[config.mk]
export PLATFORM = sky130hd
export DESIGN_NAME = event_updown_counter
export DESIGN_NICKNAME = d
export VERILOG_FILES = /design/src/rtl/event_updown_counter.sv
export SDC_FILE = /design/constraint.sdc
export NUM_CORES = 1
export LEC_CHECK = 0
export CORE_ASPECT_RATIO = 0.8
export CORE_MARGIN = 5
export CORE_UTILIZATION = 54
export CTS_CLUSTER_DIAMETER = 40
export DETAILED_ROUTE_END_ITERATION = 12
export GPL_TIMING_DRIVEN = 0
export PLACE_DENSITY_LB_ADDON = 0.15
export SLEW_MARGIN = 30
export SYNTH_ARGS = -nofsm -noshare
export SYNTH_HDL_FRONTEND = slang
export SYNTH_SLANG_ARGS = --single-unit
[constraint.sdc]
create_clock -name clk -period 3.94 [get_ports clk]
set_input_delay 0.394 -clock clk [delete_from_list [all_inputs] [get_ports clk]]
set_output_delay 0.394 -clock clk [all_outputs]
set_load 0.01 [all_outputs]
[src/rtl/event_updown_counter.sv]
// Up/down event counter: asynchronous inc/dec lines are synchronised, rising-edge
// detected and applied to a modulus counter with wrap or saturate behaviour.
module event_updown_counter #(
  parameter int WIDTH       = 8,
  parameter int MAX         = 2**WIDTH-1,
  parameter bit SATURATE    = 1'b0,
  parameter int SYNC_STAGES = 2
) (
  input  logic             clk,
  input  logic             rst,
  input  logic             clr,
  input  logic             en,
  input  logic             inc,
  input  logic             dec,
  input  logic             load,
  input  logic [WIDTH-1:0] load_val,
  output logic [WIDTH-1:0] count,
  output logic             zero,
  output logic             tc,
  output logic             ovf
);

  localparam logic [WIDTH:0]   MAX_EXT = (WIDTH+1)'(MAX);
  localparam logic [WIDTH-1:0] MAX_VAL = MAX_EXT[WIDTH-1:0];

  logic [SYNC_STAGES-1:0] inc_sync;
  logic [SYNC_STAGES-1:0] dec_sync;
  logic                   inc_hist;
  logic                   dec_hist;
  logic                   inc_evt;
  logic                   dec_evt;
  logic [WIDTH:0]         up_sum;
  logic [WIDTH-1:0]       load_clamped;

  // Synchronisers and history flops reset high so a line held high through
  // reset release does not look like a fresh rising edge.
  // NOTE: sequential state uses non-blocking assignments so every flop samples
  // the pre-edge value of its neighbours, regardless of statement order.
  always_ff @(posedge clk or negedge rst) begin
    if (!rst) begin
      inc_sync <= '1;
      dec_sync <= '1;
      inc_hist <= 1'b1;
      dec_hist <= 1'b1;
    end else begin
      inc_sync <= {inc_sync[SYNC_STAGES-2:0], inc};
      dec_sync <= {dec_sync[SYNC_STAGES-2:0], dec};
      inc_hist <= inc_sync[SYNC_STAGES-1];
      dec_hist <= dec_sync[SYNC_STAGES-1];
    end
  end

  assign inc_evt = en & inc_sync[SYNC_STAGES-1] & ~inc_hist;
  assign dec_evt = en & dec_sync[SYNC_STAGES-1] & ~dec_hist;

  // One extra bit so the step past MAX is visible rather than wrapping silently.
  assign up_sum       = {1'b0, count} + {{WIDTH{1'b0}}, 1'b1};
  assign load_clamped = ({1'b0, load_val} > MAX_EXT) ? MAX_VAL : load_val;

  always_ff @(posedge clk or negedge rst) begin
    if (!rst) begin
      count <= '0;
      tc    <= 1'b0;
      ovf   <= 1'b0;
    end else begin
      tc <= 1'b0;
      if (clr) begin
        count <= '0;
        ovf   <= 1'b0;
      end else if (load) begin
        count <= load_clamped;
      end else if (inc_evt && !dec_evt) begin
        if (up_sum > MAX_EXT) begin
          count <= SATURATE ? MAX_VAL : '0;
          ovf   <= 1'b1;
          tc    <= 1'b1;
        end else begin
          count <= up_sum[WIDTH-1:0];
        end
      end else if (dec_evt && !inc_evt) begin
        if (count == '0) begin
          count <= SATURATE ? '0 : MAX_VAL;
          ovf   <= 1'b1;
          tc    <= 1'b1;
        end else begin
          count <= count - 1'b1;
        end
      end
    end
  end

  assign zero = (count == '0);

endmodule

# Yosys cells after proc, flatten, opt, wreduce, memory -nomap -nowiden
# Cells that the tools add are included.
[op_classes] n_addsub=2 n_lt_le_gt_ge=1 n_eq_ne=2 muxes=18 n_bitwise=6 reduce_logical=9
[ops] cell="$mux 8" count=6
[ops] cell="$mux 1" count=12
[ops] cell="$add 8x1->9 const B" count=1
[ops] cell="$gt 9x8->1 const B" count=1
[ops] cell="$logic_not 8->1" count=1
[ops] cell="$sub 8x1->8 const B" count=1
[ops] cell="$reduce_bool 3->1" count=2
[ops] cell="$and 1x1->1" count=4
[ops] cell="$reduce_and 4->1" count=1
[ops] cell="$reduce_bool 4->1" count=1
[ops] cell="$ne 3x2->1 const B" count=1
[ops] cell="$logic_and 1x1->1" count=2
[ops] cell="$logic_not 1->1" count=2
[ops] cell="$ne 2x2->1 const B" count=1
[ops] cell="$not 1->1" count=2
[word_totals] register_bits=16 word_cells=45

# Depth between registers and ports, before layout
[logic_depth] depth_word=8 depth_mapped=11 depth_no_buf=9

# Worst setup path after synthesis
# Ideal clock, no wire load.
[synth_path] path_type="reg2reg" startpoint="reg inc_sync[1]" endpoint="reg count[5]" setup_time_ns=0.131 t_arrival_ns=1.978 required_time_ns=3.809 path_slack_ns=1.830 stages_incl_launch_ff=12 period_less_slack_ns=2.110 cell_sequence="dfstp_2 > nand2_1 > or2_2 > inv_1 > ha_1 > clkbuf_1 > clkbuf_1 > nand3_1 > nor2_1 > o21ai_0 > o311ai_0 > o21ai_0"
[synth_via] elab_chain_len=6 elab_cells_between_ends=9
[synth_lines] element="start, declared" line="26" rtl="logic [SYNC_STAGES-1:0] inc_sync;"
[synth_lines] element="start signal, assigned" line="46" rtl="inc_sync <= {inc_sync[SYNC_STAGES-2:0], inc};"
[synth_lines] element="$and 1x1->1 (*) (2 in series)" line="53" rtl="assign inc_evt = en & inc_sync[SYNC_STAGES-1] & ~inc_hist;"
[synth_lines] element="$logic_and 1x1->1" line="72" rtl="end else if (inc_evt && !dec_evt) begin"
[synth_lines] element="$mux 8" line="72"
[synth_lines] element="$mux 8" line="70" rtl="end else if (load) begin"
[synth_lines] element="$mux 8" line="67" rtl="if (clr) begin"
[synth_lines] element="end signal, assigned" line="71" rtl="count <= load_clamped;"
[synth_lines] element="end signal, assigned" line="74" rtl="count <= SATURATE ? MAX_VAL : '0;"
[synth_lines] element="end signal, assigned" line="78" rtl="count <= up_sum[WIDTH-1:0];"
[synth_lines] element="end, declared" line="17" rtl="output logic [WIDTH-1:0] count,"
# Every way passes the cells marked *; elsewhere a longest branch is shown, timed or not.
# A chain may end at the register's enable or synchronous reset.

# Final worst setup path
[layout_path] startpoint="reg count[4]" endpoint="out zero"
[layout_via] elab_chain_len=1
[layout_lines] element="$logic_not 8->1" line="92" rtl="assign zero = (count == '0);"
[layout_lines] element="end, declared" line="18" rtl="output logic zero,"
# No other way between the ends.

==> flow_summary_export.csv <==
group,metric,value,unit
setup_path,crit_path_end,"zero",
layout,drive_gt1_share,10.9,%
setup_path,startpoint_type,"flip-flop",
clock_tree,clock_latency,290,ps
setup_path,crit_required,3550,ps
setup_path,rrSetupSlack,1450,ps
layout,fill_cells,178,
timing,fmax,0.368,GHz
timing,fin_crit_sh,69.0,%
route,detail_route.wl_per_cell,15.8,um
floorplanning,core.rowCount,15,
clock_tree,cts_hold_buf,0,
power,switching_power,0.000146,W
layout,n_antenna_cell,0,
logic_synthesis,syn_nets,167,
power,p_per_area,297,nW/um2
clock_tree,post_cts_resized,0,
power,pwr-share-comb,34.0,%
layout,seqCellArea,408,um2
floorplanning,io_pins,26,
logic_synthesis,yosysWarningCount,0,
floorplanning,die_h,52.4,um
setup_path,crit_start,"count[4]$_DFFE_PN0P_",
floorplanning,design.core.area,2160,um2
layout,multi_input_area,708,um2
logic_synthesis,ys_seq_area_share,33.5,%
clock_tree,cts_tree,"yes",
timing,rsz0062_at_grt,"false",
setup_path,reg2regPathDepth,11,
timing,slew_headroom,53.5,%
worst_hold_path,hold_start,"inc_sync[0]$_DFF_PN1_",
power,switching_share,32.1,%
timing,hold_ws,360,ps
timing,finalSetupViolations,0,
logic_synthesis,synthFlopType,"dfrtp_1",
clock_tree,path_clk_slew,100,ps
route,dr.pass1.iters,4,
power,ir_worst_vdd,0.240,mV
floorplanning,fp.dieW,63.1,um
global_routing,overflow,0,
layout,areaGrowthSynthToFinish,26.1,%
setup_path,crit_path_max_fanout,10,
placed_design,place_congestion,0.872,
logic_synthesis,synth_cells,146,
setup_path,r2r-end,"count[5]$_DFFE_PN0P_",
clock_tree,numCtsBuffers,3,
power,p_seq_share,41.9,%
setup_path,cpPeakStageDelay,550,ps
timing,hold_viol_final,0,
global_routing,grt_pass1_wl,5210,um
layout,nets,197,
clock_tree,clk_path_buf_depth,2,
floorplanning,initial_core_util,56.3,%
global_routing,grt.total_usage,19.8,%
clock_tree,clockRootBuffer,"clkbuf_4",
setup_path,crit_chain,"buf_2, nor4_1, nand2_1, inv_1, clkdlybuf4s50_1",
setup_path,slowest_stage,"clkdlybuf4s50_1",
logic_synthesis,synthesis.area,1220,um2
setup_path,end_kind,"output port",
floorplanning,die_area,3310,um2
route,drt-total-wl,3150,um
flow_run,cap_violations,0,
outcome,status,"finished, final reports clean",
timing,fin_skew,7.25,ps
setup_path,crit_arrival,2320,ps
route,ant_nets,0,
timing,drv_slew,0,
clock_tree,htreeDepth,1,
power,intPower,0.000310,W
clock_tree,post_cts_buffers,0,
setup_path,r2r_start,"inc_sync[1]$_DFF_PN1_",
route,vias,1232,
global_routing,grt_max_degree,17,
power,clkPwrFrac,24.1,%
route,drt-initial-drc-count,89,
timing,fin_crit,2720,ps
logic_synthesis,synth.avg_cell_area,8.33,um2
placed_design,portBuffers,25,
logic_synthesis,async_flop_share,100,%
timing,tightest_slew,696,ps
placed_design,dp_hpwl,2400,um
logic_synthesis,yosysUniqueCellTypes,50,
logic_synthesis,synth_edf_count,0,
logic_synthesis,ys_ff_latch,16,
global_routing,antenna_found_initial,0,
setup_path,setup.worst_path.class,"flip-flop to output port",
clock_tree,cts.sinks,16,
route,vias_per_cell,6.16,
power,power.leakage,0.623,nW
timing,setup_tns,0,ps
worst_hold_path,hp-class,"flip-flop to flip-flop",
route,drc,0,
global_routing,grt_pass1_vias,1167,
registers in the layout, indices dropped and copies added (netlist names):
register / count
inc_sync: 2
dec_hist: 1
dec_sync: 2
count: 8
tc: 1
ovf: 1
inc_hist: 1
synthesized netlist by cell type (2+ instances only):
cell type / n / area, um2
o31ai_1: 2 / 15.0
or2_2: 2 / 12.5
nor3_1: 3 / 15.0
nand3_1: 11 / 55.1
dfrtp_1: 10 / 250
inv_1: 12 / 45.0
a21oi_1: 6 / 30.0
o21a_1: 2 / 15.0
a22oi_1: 7 / 52.6
nor4_1: 3 / 18.8
nor2b_1: 2 / 12.5
dfstp_2: 6 / 158
o21ai_0: 8 / 40.0
ha_1: 6 / 75.1
or3_1: 2 / 12.5
and2_1: 2 / 12.5
and3_1: 4 / 25.0
nand2_1: 9 / 33.8
o211ai_1: 2 / 15.0
xnor2_1: 3 / 26.3
nor2_1: 8 / 30.0
clkbuf_1: 6 / 22.5
nor3b_1: 2 / 15.0
xor2_1: 2 / 17.5
logic make-up after synthesis:
logic type / share of synthesized area, %
compound gates: 22.5
mux: 0.926
simple gates: 25.0
fa+ha+maj: 6.17
buf+inv: 8.23
xor+xnor: 3.60
flops: 33.5
worst max-delay path, delay by kind of cell (launching register included):
family	cells	cell delay [ps]
DFF	1	420
buffers and inverters	3	920
and+or+nand+nor	2	690
cell type report:
cell class                      count  area share [%]
Inverter                           12            2.94
Timing Repair Buffer               25            16.3
Tap cell                           25            2.04
Multi-Input combinational cell    107            46.2
Buffer                             11            3.59
Clock buffer                        4            2.37
Sequential cell                    16            26.6
metal layers:
layer	global-route usage (%)	share of wire, %
met2	33.1	48
met1	25.0	44
met3	5.79	7.5
met4	5.65	0.67
met5	0	0
cell usage in the layout, fill, tap and decap left out, types with 2 or more instances in the layout:
master            n
nand2_1           9
clkbuf_1          6
o31ai_1           2
a22oi_1           7
and2_1            2
nand3_1          11
and3_1            4
xnor2_1           3
o211ai_1          2
dfstp_2           6
clkdlybuf4s50_1  25
nor3b_1           2
nor2b_1           2
xor2_1            2
o21a_1            2
o21ai_0           8
or3_1             2
dfrtp_1          10
or2_2             2
nor3_1            3
nor2_1            8
clkbuf_4          3
a21oi_1           6
ha_1              6
inv_1            12
nor4_1            3
worst min-delay path by stage:
stage	endpoint	slack, ps	cells past startpoint
floorplan	count[0]$_DFFE_PN0P_	100	0
global placement	inc_sync[1]$_DFF_PN1_	350	0
detailed placement	inc_sync[1]$_DFF_PN1_	350	0
CTS	inc_sync[1]$_DFF_PN1_	360	0
global route	dec_sync[1]$_DFF_PN1_	370	0
finish	inc_sync[1]$_DFF_PN1_	360	0
power by group through the flow:
stage	sequential, W	combinational (W)	clock, W
2_1_floorplan	0.000194	0.0000931	0
3_3_place_gp	0.000193	0.000149	0
3_5_place_dp	0.000194	0.000153	0
4_1_cts	0.000191	0.000154	0.000113
5_1_grt	0.000193	0.000171	0.000121
6_report	0.000191	0.000155	0.000110
through the flow:
step / utilization (%) / worst slack, ps / total power [W] / cell area, um2 / instances
global route: 71.1 / 1010 / 0.000484 / 1530 / 200
CTS: 71.1 / 1250 / 0.000458 / 1530 / 200
detailed placement: 69.4 / 1090 / 0.000347 / 1500 / 196
floorplan: - / 1830 / 0.000287 / 1220 / 146
global placement: 69.4 / 1160 / 0.000342 / 1500 / 196
finish: 71.1 / 1220 / 0.000456 / 1530 / 200
Note: power is estimated with default switching activity, not from simulation.
